$ cat config.mk
export PLATFORM = sky130hd
export DESIGN_NAME = dmx_break_detector
export DESIGN_NICKNAME = d
export VERILOG_FILES = /design/src/rtl/dmx_pkg.sv /design/src/rtl/dmx_sat_counter.sv /design/src/rtl/dmx_break_detector.sv
export SDC_FILE = /design/constraint.sdc
export NUM_CORES = 1
export LEC_CHECK = 0
export BUFFER_PORTS_ARGS = -buffer_cell sky130_fd_sc_hd__buf_2
export CAP_MARGIN = 30
export CORE_UTILIZATION = 51
export DETAILED_ROUTE_END_ITERATION = 16
export PLACE_DENSITY = 0.86
export REMOVE_ABC_BUFFERS = 1
export SLEW_MARGIN = 25
export SYNTH_ARGS = -nofsm -noshare
export SYNTH_HDL_FRONTEND = slang
export SYNTH_SLANG_ARGS = --single-unit
$ cat constraint.sdc
create_clock -name clk -period 1.9 [get_ports clk]
set_input_delay 0.475 -clock clk [delete_from_list [all_inputs] [get_ports clk]]
set_output_delay 0.475 -clock clk [all_outputs]
set_load 0.03 [all_outputs]
$ cat src/rtl/dmx_pkg.sv
// Shared DMX512 receiver constants: 25 MHz timing defaults and the break-detector state encoding.
package dmx_pkg;

  localparam int unsigned DMX_CNT_W     = 16;
  localparam int unsigned DMX_BREAK_MIN = 2200;   // 88 us
  localparam int unsigned DMX_MAB_MIN   = 200;    // 8 us
  localparam int unsigned DMX_MAB_MAX   = 25000;  // 1 ms

  localparam int unsigned DMX_ST_W = 2;
  typedef logic [DMX_ST_W-1:0] dmx_state_t;

  localparam logic [1:0] ST_IDLE = 2'd0;
  localparam logic [1:0] ST_LOW  = 2'd1;
  localparam logic [1:0] ST_MAB  = 2'd2;

endpackage

$ cat src/rtl/dmx_sat_counter.sv
// Saturating up-counter with synchronous clear and load-one; clear has priority over load.
module dmx_sat_counter #(
  parameter int unsigned W = 16
) (
  input  logic         clk,
  input  logic         clr,
  input  logic         load_one,
  input  logic         en,
  output logic [W-1:0] cnt
);

  localparam logic [W-1:0] CNT_MAX = '1;

  always_ff @(posedge clk) begin
    if (clr) begin
      cnt <= '0;
    end else if (load_one) begin
      cnt <= W'(1);
    end else if (en && (cnt != CNT_MAX)) begin
      cnt <= cnt + W'(1);
    end
  end

endmodule

$ cat src/rtl/dmx_break_detector.sv
// DMX512 BREAK / MAB detector: times line-low and line-high intervals between edge pulses
// and flags break end, frame start (slot 0 start bit) and MAB violations.
module dmx_break_detector
  import dmx_pkg::*;
#(
  parameter int unsigned BREAK_MIN_CYC = DMX_BREAK_MIN,
  parameter int unsigned MAB_MIN_CYC   = DMX_MAB_MIN,
  parameter int unsigned MAB_MAX_CYC   = DMX_MAB_MAX,
  parameter int unsigned CNT_W         = DMX_CNT_W
) (
  input  logic             clk,
  input  logic             rst,
  input  logic             fall_pulse,
  input  logic             rise_pulse,
  output logic             break_det,
  output logic             frame_start,
  output logic             mab_err,
  output logic [CNT_W-1:0] break_len,
  output logic [CNT_W-1:0] mab_len
);

  localparam logic [CNT_W-1:0] BREAK_MIN_L = CNT_W'(BREAK_MIN_CYC);
  localparam logic [CNT_W-1:0] MAB_MIN_L   = CNT_W'(MAB_MIN_CYC);
  localparam logic [CNT_W-1:0] MAB_MAX_L   = CNT_W'(MAB_MAX_CYC);

  dmx_state_t       state_q;
  dmx_state_t       state_d;
  logic [CNT_W-1:0] cnt;
  logic             cnt_load;
  logic             fall_only;
  logic             rise_only;
  logic             break_det_d;
  logic             frame_start_d;
  logic             mab_err_d;
  logic [CNT_W-1:0] break_len_d;
  logic [CNT_W-1:0] mab_len_d;

  // Cycles since the edge that entered the current state; valid as length L on the terminating edge.
  dmx_sat_counter #(
    .W (CNT_W)
  ) u_len_cnt (
    .clk      (clk),
    .clr      (rst),
    .load_one (cnt_load),
    .en       (1'b1),
    .cnt      (cnt)
  );

  // Coincident edges carry no usable line level, so both are dropped.
  assign fall_only = fall_pulse & ~rise_pulse;
  assign rise_only = rise_pulse & ~fall_pulse;

  always_ff @(posedge clk) begin
    if (rst) begin
      state_q     <= ST_IDLE;
      break_det   <= 1'b0;
      frame_start <= 1'b0;
      mab_err     <= 1'b0;
      break_len   <= '0;
      mab_len     <= '0;
    end else begin
      state_q     <= state_d;
      break_det   <= break_det_d;
      frame_start <= frame_start_d;
      mab_err     <= mab_err_d;
      break_len   <= break_len_d;
      mab_len     <= mab_len_d;
    end
  end

  always_comb begin
    state_d       = state_q;
    cnt_load      = 1'b0;
    break_det_d   = 1'b0;
    frame_start_d = 1'b0;
    mab_err_d     = 1'b0;
    break_len_d   = break_len;
    mab_len_d     = mab_len;

    case (state_q)
      ST_IDLE: begin
        if (fall_only) begin
          state_d  = ST_LOW;
          cnt_load = 1'b1;
        end
      end

      ST_LOW: begin
        if (rise_only) begin
          cnt_load = 1'b1;
          if (cnt >= BREAK_MIN_L) begin
            state_d     = ST_MAB;
            break_det_d = 1'b1;
            break_len_d = cnt;
          end else begin
            state_d = ST_IDLE;
          end
        end else if (fall_only) begin
          cnt_load = 1'b1;
        end
      end

      ST_MAB: begin
        // A fall on the timeout cycle itself still counts as a valid MAB end.
        if (fall_only) begin
          state_d  = ST_LOW;
          cnt_load = 1'b1;
          if (cnt >= MAB_MIN_L) begin
            frame_start_d = 1'b1;
            mab_len_d     = cnt;
          end else begin
            mab_err_d = 1'b1;
          end
        end else if (cnt == MAB_MAX_L) begin
          state_d   = ST_IDLE;
          mab_err_d = 1'b1;
        end
      end

      default: begin
        state_d = ST_IDLE;
      end
    endcase
  end

endmodule

**Yosys cells after proc, flatten, opt, wreduce, memory -nomap -nowiden**

Index checks and enable logic that the tools add are counted.

- Register bits after elaboration: 53
- Input port bits: 4
- ROM bits: 0
- Latch bits: 0
- Word-level logic and storage cells: 52
- Memory bits (writable): 0
- Output and inout bits: 35
- Memories: 0

- Div/mod/pow operators: 0
- Order comparisons: 2
- $mul: 0
- Reduce and logical (&&, ||, !) cells: 10
- Equal/unequal tests: 7
- Add/subtract/negate cells: 1
- Muxes and demuxes: 16
- Shift operators: 0
- Bitwise operators: 8

Operators by type and width:

| cell | number |
|---|---|
| 16-bit by 1-bit adder with 16-bit output (second input constant) | 1 |
| 16-bit by 15-bit == test with 1-bit output (second input constant) | 1 |
| 16-bit by 12-bit greater-or-equal comparator with 1-bit output (second input constant) | 1 |
| 16-bit by 8-bit greater-or-equal comparator with 1-bit output (second input constant) | 1 |
| 16-bit inequality test (second input constant) | 1 |
| 2-bit 2-to-1 mux | 5 |
| 1-bit 2-to-1 mux | 9 |
| 3-bit AND reduction | 3 |
| 1-bit inverter | 6 |
| 2-bit case mux with 3 select lines | 1 |
| 2-bit OR reduction | 3 |
| 3-bit OR reduction | 2 |
| 2-bit inequality test (second input constant) | 2 |
| 3-bit inequality test (second input constant) | 1 |
| 1-bit AND | 2 |
| 2-bit by 1-bit == test with 1-bit output (second input constant) | 1 |
| 2-bit == test (second input constant) | 1 |
| 2-bit logical NOT | 1 |
| 1-bit case mux with 2 select lines | 1 |
| 2-bit nonzero test | 1 |

**Logic depth before layout (Yosys ltp)**

Gate-level depths: netlist (run 1).

- Word-level depth: 6
- Gate-level depth with buffers: 8
- Mapped depth without buffers: 6

**Hierarchy**

Synthesis (run 1) repeated with hierarchy kept, for this count alone.

- Cells, all modules: 244
- Area total of the unflattened synthesis: 2267.2 um2

Modules (own cells, without submodules):

| module | sequential area each (um2) | area each (um2) | cells each | instances |
|---|---|---|---|---|
| dmx_break_detector | 740.7 | 1483.9 | 153 | 1 |
| dmx_sat_counter | 320.3 | 783.3 | 91 | 1 |

**Least setup slack after synthesis (run 1)**

No wires, ideal clock.

- Path kind: input to register
- Start: input port fall_pulse
- End: register u_len_cnt.cnt[5]
- Library setup time: 59 ps
- Path buffers: 0
- Data required time: 1841 ps
- Stages: 6
- Path slack: 56 ps
- Arrival: 1785 ps
- Cell sequence: inv_1 ha_1 nor3b_4 or3_4 or4_1 nand2_1

- Word-level cells in the longest chain between the ends: 5
- Elaborated cells between the ends (all ways): 7
- Those cells by class: 3 x mux; 3 x bitwise; 1 x reduce/logical

RTL lines:

| item | line | RTL |
|---|---|---|
| start, declared | dmx_break_detector.sv:13 | `input logic fall_pulse,` |
| 1-bit AND / 1-bit inverter (equally long branches) | dmx_break_detector.sv:50, dmx_break_detector.sv:51 |  |
| 1-bit 2-to-1 mux / 1-bit AND (equally long branches) | n/a |  |
| 1-bit 2-to-1 mux | dmx_break_detector.sv:89 | `if (rise_only) begin` |
| 1-bit case mux with 2 select lines (*) | dmx_break_detector.sv:80 | `case (state_q)` |
| 2-bit OR reduction (no source line) (*) | n/a |  |
| end signal, assigned | dmx_sat_counter.sv:20 | `cnt <= cnt + W'(1);` |
| end, declared | dmx_sat_counter.sv:9 | `output logic [W-1:0] cnt` |

Mark *: on every way between the ends. The rest lies on a longest branch, timed or not.
A chain may end at the register's enable or synchronous reset.

**Worst setup path after layout (run 1)**

- Start: register u_len_cnt.cnt[12]
- End: register u_len_cnt.cnt[0]

- Word-level cells in the longest chain between the ends: 2

RTL lines:

| item | line | RTL |
|---|---|---|
| 16-bit inequality test | dmx_sat_counter.sv:19 | `end else if (en && (cnt != CNT_MAX)) begin` |
| 2-bit nonzero test (no source line) | n/a |  |

No other way between the ends.

==> run metrics, run 1 <==
status=completed; cell accounting for the most synthesized area=dfxtp_1; First-pass DRT Iterations=4; post-DP HPWL=4030 um; antenna violations before repair=0; post-route antenna net violation count=0; Syn. warnings=0; die area=approximately 5200 um^2; Setup-failing EPs final=0; total CTS buffers=5; Core ar.=roughly 4700 um^2; pre-CTS setup slack=-0.0743 ns; CTS tree=yes; unrepaired setup endpoints after global routing=no; P_leak=1.25 nW; Avg Cell Area, Syn=9.34 um^2; Layout Utilization=~62%; DP Area=2820 um^2; Fmax=0.550 GHz; Post-synth top flop=dfxtp_1; Worst-Margin Slew=0.448 ns; required time of the worst setup path=about 2.1 ns; Worst setup SP type=flip-flop; Max IR drop VDD=0.000317 V; worst rel slew slack=70.1%; Critical Path Fanout Max=8; Yosys reg bits=53; die width=slightly above 70 um; area occupied by registers=1060 um^2; Initial Util=53.2%; Total Routed Length=roughly 5800 um; clock tree sinks=53; min Tclk post-route=1.82 ns; initial drt markers=233; Worst-path clk slew=0.09 ns; Reg2Reg Setup Slack=0.08 ns; Post-CTS Setup Bufs=0; DR vias=approximately 2100; vias in the first global route=2042; asr flop ratio synth=0%; DIE HEIGHT=72.2 um; power per cell area=about 660 nW/um^2; non-filler cells, final=383; wire length per cell=about 15 um; Clock Latency Late Sink=0.31 ns; clk_skew=0.00992 ns; # fillers=~420; commonest cells after routing, fill and taps aside=dfxtp_1, buf_2, nand2_1; I/O pin cnt=39; Remaining DRCs=0; max cap viols=0; P&R area growth vs syn=16.3%; Final Instance Area=2920 um^2; first-pass GRT wire length=9630 um; Placed Cells=375; PnR worst setup slack=0.0814 ns; GRT Total Usage=24.2%; most common cell after layout, fill and taps aside=dfxtp_1; share of cells above drive strength 1=25.9%; largest net degree at the start of global routing=30; post-synthesis cell type count=46; Root Driver=clkbuf_8; share of Yosys cell area claimed by the top area cell type=42.2%; critical path arrival=2.02 ns; element type at the critical path end=flip-flop; Layout Nets=323; Post-synth EDFFs=0; post-synthesis sequential area ratio=42.2%; synthesized instance count=approximately 270; RD Place Congestion=about 0.84; final worst path period share=between 90% and 100%; vias per inst=5.58; Congestion Overflow GR=0; multi-input logic area=around 1200 um^2; HP Class=reg -> reg; cell area after synthesis=about 2500 um^2; number of antenna diodes=0; Clock Tree Buf Depth=2; IO Port Bufs=38; largest cells by area after synthesis=dfxtp_1, mux2i_1, nand2_1; H-tree depth=2; setup TNS=0 ns; Setup CP Type=reg -> reg; row count=25; Max Slew Vio Count=0; Fin. Hold Viols=0
[stage by stage]
step,hold WS [ns],power (mW)
5_1_grt,0.469,1.99
6_report,0.449,1.92
4_1_cts,0.448,1.93
3_3_place_gp,0.430,1.24
3_5_place_dp,0.434,1.24
2_1_floorplan,0.504,1.20
[registers in the layout, summed over array words and instances, names as in the netlist]
| name | count |
|---|---|
| mab_len | 16 |
| u_len_cnt.cnt | 16 |
| mab_err | 1 |
| break_det | 1 |
| break_len | 16 |
| state_q | 2 |
| frame_start | 1 |
[where the power goes]
group | internal [mW] | total [mW] | switching (mW) | leakage (nW)
logic | 0.0385 | 0.0971 | 0.0586 | 0.769
registers | 1.12 | 1.12 | 0.00615 | 0.428
clock network | 0.330 | 0.697 | 0.367 | 0.0542
[metal layers]
layer,GRT usage (%),wire length [um],vias to the layer above
met5,0,0,-
met4,12.0,97,0
met3,3.75,336,10
met2,42.3,2870,77
met1,28.7,2450,1008
li1,-,-,1043
[area by class of cell]
type / instances / share of cell area [%]
Clock buffer: 7 / 3.30
Clock inverter: 1 / 0.171
Inverter: 11 / 1.41
Multi-Input combinational cell: 181 / 42.1
Sequential cell: 53 / 36.3
Tap cell: 67 / 2.87
Timing Repair Buffer: 63 / 13.8
[worst paths after layout]
path	end	cells past startpoint	from
worst max-delay path	u_len_cnt.cnt[0]$_SDFFE_PP0P_	4	u_len_cnt.cnt[12]$_SDFFE_PP0P_
worst min-delay path	break_len[11]$_SDFFE_PP0P_	2	break_len[11]$_SDFFE_PP0P_
worst min register to register	break_len[11]$_SDFFE_PP0P_	2	break_len[11]$_SDFFE_PP0P_
worst max register to register	u_len_cnt.cnt[0]$_SDFFE_PP0P_	4	u_len_cnt.cnt[12]$_SDFFE_PP0P_
[synthesized netlist by cell type, types with 2 or more instances]
cell type  instances
a211oi_1           2
nand2_1           28
nor4_4             2
and3_1             3
buf_4              5
and4_1             3
buf_2              6
clkbuf_1           6
and2_1             2
or4_1              2
nand3b_1           2
o21ai_1            7
nand3_1            9
a31oi_1            7
dfxtp_1           53
nor3b_1            3
buf_12             2
o21ai_0            3
or3_1              8
a32o_1             4
nand4_1            2
nor4_1             3
nor4_2             2
nor3_1             8
nor2_1            23
buf_6              5
ha_1               4
inv_1             11
a21oi_1           11
mux2i_1           27
[worst max-delay path, stage by stage, from the launching register on]
cell and delay (ns):
dfxtp_1 0.56, nand4_1 0.29, or4_1 0.56, nor4_1 0.23, nor3_1 0.08
[repair_timing]
item / CTS / global route
gates resized for setup: 0 / 1
endpoints found under the setup margin: 0 / 3
hold buffers: 0 / 0
[logic make-up after synthesis]
family / count (synthesis) / synth area share [%]
muxes: 27 / 10.8
adders and majority gates: 4 / 1.99
buffers and inverters: 35 / 9.06
AOI/OAI and AO/OA: 42 / 10.8
and+or+nand+nor: 108 / 25.2
DFF: 53 / 42.2
Power figures use the tool's default switching activity.
==> run 2: changes to the inputs <==
--- a/config.mk
+++ b/config.mk
@@ -7,9 +7,11 @@
 export LEC_CHECK = 0
 export BUFFER_PORTS_ARGS = -buffer_cell sky130_fd_sc_hd__buf_2
 export CAP_MARGIN = 30
-export CORE_UTILIZATION = 51
+export CORE_MARGIN = 2
+export CORE_UTILIZATION = 56
 export DETAILED_ROUTE_END_ITERATION = 16
-export PLACE_DENSITY = 0.86
+export MAX_ROUTING_LAYER = met4
+export PLACE_DENSITY = 0.89
 export REMOVE_ABC_BUFFERS = 1
 export SLEW_MARGIN = 25
 export SYNTH_ARGS = -nofsm -noshare
==> constraint.sdc (replaced) <==
create_clock -name clk -period 1.7 [get_ports clk]
set_input_delay 0.425 -clock clk [delete_from_list [all_inputs] [get_ports clk]]
set_output_delay 0.425 -clock clk [all_outputs]
set_load 0.03 [all_outputs]
==> run 2 against run 1 <==
  * First-iteration DRC count down 37%
  * Critical endpoint is now break_len[10]$_SDFFE_PP0P_
  * Sequential share of layout area down 0.73 points
  * Clock skew up 0.0021 ns
  * Routed wire length up 5.7%
  * Critical path type unchanged
  * Die area down 3.3%
  * Non-clock buffer count up 11
  * Core utilization up 8.0 points
==> run metrics, run 2 (synthesis gave the netlist of run 1 again) <==
status=completed; die area=5040 um^2 (-3.3%); Reg2Reg Setup Slack=0.09 ns (about the same); Clock Tree Buf Depth=2 (unchanged); Clock Latency Late Sink=0.31 ns (about the same); Fin. Hold Viols=0 (unchanged); share of cells above drive strength 1=31.8% (+5.9 points); IO Port Bufs=38 (unchanged); I/O pin cnt=39 (unchanged); # fillers=314 (-24%); Setup-failing EPs final=0 (unchanged); P&R area growth vs syn=20.2%; clock tree sinks=53 (unchanged); total CTS buffers=5 (unchanged); Layout Utilization=69.9% (+8.0 points); PnR worst setup slack=0.0940 ns (+0.0125 ns); die width=71.0 um (-1.7%); critical path arrival=1.84 ns (-0.18 ns); Reg2Reg Depth=5 (+1); Max IR drop VDD=0.000448 V (+41%); Total Routed Length=6080 um (+5.7%); GRT met3 Usage=5.70% (+1.9 points); multi-input logic area=1250 um^2 (+1.2%); H-tree depth=2 (unchanged); initial drt markers=146 (-37%); GRT Total Usage=24.5% (+0.36 points); max cap viols=0 (unchanged); vias per inst=5.79 (+3.8%); commonest cells after routing, fill and taps aside=dfxtp_1, buf_2, buf_4; Worst-Margin Slew=0.429 ns (-0.0192 ns); crit path cell chain=nor4_4, a21o_1, a31o_2, buf_12, mux2i_1; wire length per cell=16.0 um (+6.8%); most common cell after layout, fill and taps aside=dfxtp_1; area occupied by registers=1080 um^2 (+1.3%); Slowest Stage Delay on Critical Path=0.38 ns (-0.18 ns); antenna violations before repair=0 (unchanged); min Tclk post-route=1.61 ns (-0.213 ns); First-pass DRT Iterations=5 (+1); Max Slew Vio Count=0 (unchanged); pre-CTS setup slack=-0.207 ns (-0.133 ns); setup TNS=0 ns (unchanged); Layout Nets=334 (+3.4%); Post-CTS Setup Bufs=0 (unchanged); required time of the worst setup path=1.93 ns (-0.17 ns); hold_ws=0.454 ns (+0.00471 ns); P_leak=1.33 nW (+6.1%); Root Driver=clkbuf_8; post-route antenna net violation count=0 (unchanged); Critical Path Fanout Max=12 (+4); first-pass GRT wire length=9470 um (-1.7%); power per cell area=689 nW/um^2 (+5.1%); number of antenna diodes=0 (unchanged); Initial Util=58.1% (+4.9 points); RD Place Congestion=0.975 (+17%); PnR Total Power=2.08 mW (+8.6%); HP Class=reg -> reg; Global Route met1 Usage=30.8% (+2.1 points); Congestion Overflow GR=0 (unchanged); post-DP HPWL=4220 um (+4.7%); Crit-path slowest cell=dfxtp_2; DIE HEIGHT=71.0 um (-1.7%); Core ar.=4320 um^2 (-8.5%); Setup CP Type=reg -> reg; Worst-path clk slew=0.09 ns (about the same); largest net degree at the start of global routing=25 (-17%); clk_skew=0.0120 ns (+0.00208 ns); Hold Path Depth=2 (unchanged); DR vias=2196 (+2.7%); worst rel slew slack=71.2% (+1.1 points); biggest regs=break_len x16, mab_len x16, u_len_cnt.cnt x16; Fmax=0.623 GHz (+13%); element type at the critical path end=flip-flop; grt met2 use=38.5% (-3.7 points); final worst path period share=94.5% (-1.2 points); Remaining DRCs=0 (unchanged); CTS tree=yes; row count=24 (-4.0%); Worst setup SP type=flip-flop; global routing's busiest layer=met2; vias in the first global route=2004 (-1.9%)
[run 2: metal layers]
layer	share of wire, %	vias up
met5	0	-
met4	2.3	0
met3	7.0	15
met2	48	85
met1	42	1028
li1	-	1068
[run 2: path summary, 6_finish.rpt]
check                            startpoint                    endpoint
max          u_len_cnt.cnt[12]$_SDFFE_PP0P_  break_len[10]$_SDFFE_PP0P_
max reg2reg  u_len_cnt.cnt[12]$_SDFFE_PP0P_  break_len[10]$_SDFFE_PP0P_
min reg2reg      break_len[11]$_SDFFE_PP0P_  break_len[11]$_SDFFE_PP0P_
min              break_len[11]$_SDFFE_PP0P_  break_len[11]$_SDFFE_PP0P_
[run 2: area by class of cell]
| cell class | count | share of cell area (%) |
|---|---|---|
| Inverter | 11 | 1.37 |
| Clock buffer | 6 | 2.40 |
| Multi-Input combinational cell | 181 | 41.2 |
| Clock inverter | 2 | 0.455 |
| Tap cell | 52 | 2.15 |
| Timing Repair Buffer | 74 | 16.8 |
| Sequential cell | 53 | 35.6 |
[run 2: timing repair]
| action | CTS | global route |
|---|---|---|
| endpoints found under the setup margin | 1 | 23 |
| pin swaps | 0 | 2 |
| hold buffers | 0 | 0 |
| resized for setup | 1 | 19 |
| cloned | 0 | 2 |
[run 2: stage by stage]
stage / cells / instance area (um^2)
2_1_floorplan: 245 / 2330
3_3_place_gp: 369 / 2880
3_5_place_dp: 369 / 2880
4_1_cts: 377 / 2970
5_1_grt: 379 / 3020
6_report: 379 / 3020
[run 2: power breakdown]
group / internal (mW) / total, mW / switching, mW / leakage [nW]
clock network: 0.294 / 0.708 / 0.414 / 0.0456
registers: 1.25 / 1.25 / 0.00650 / 0.432
logic: 0.0493 / 0.120 / 0.0703 / 0.849
total: 1.59 / 2.08 / 0.491 / 1.33
[run 2: worst max-delay path: cells and delay by family (launching register included)]
kind	cells	cell delay [ns]
compound gates	2	0.41
flops	1	0.38
simple gates	1	0.36
mux	1	0.20
buf+inv	1	0.17
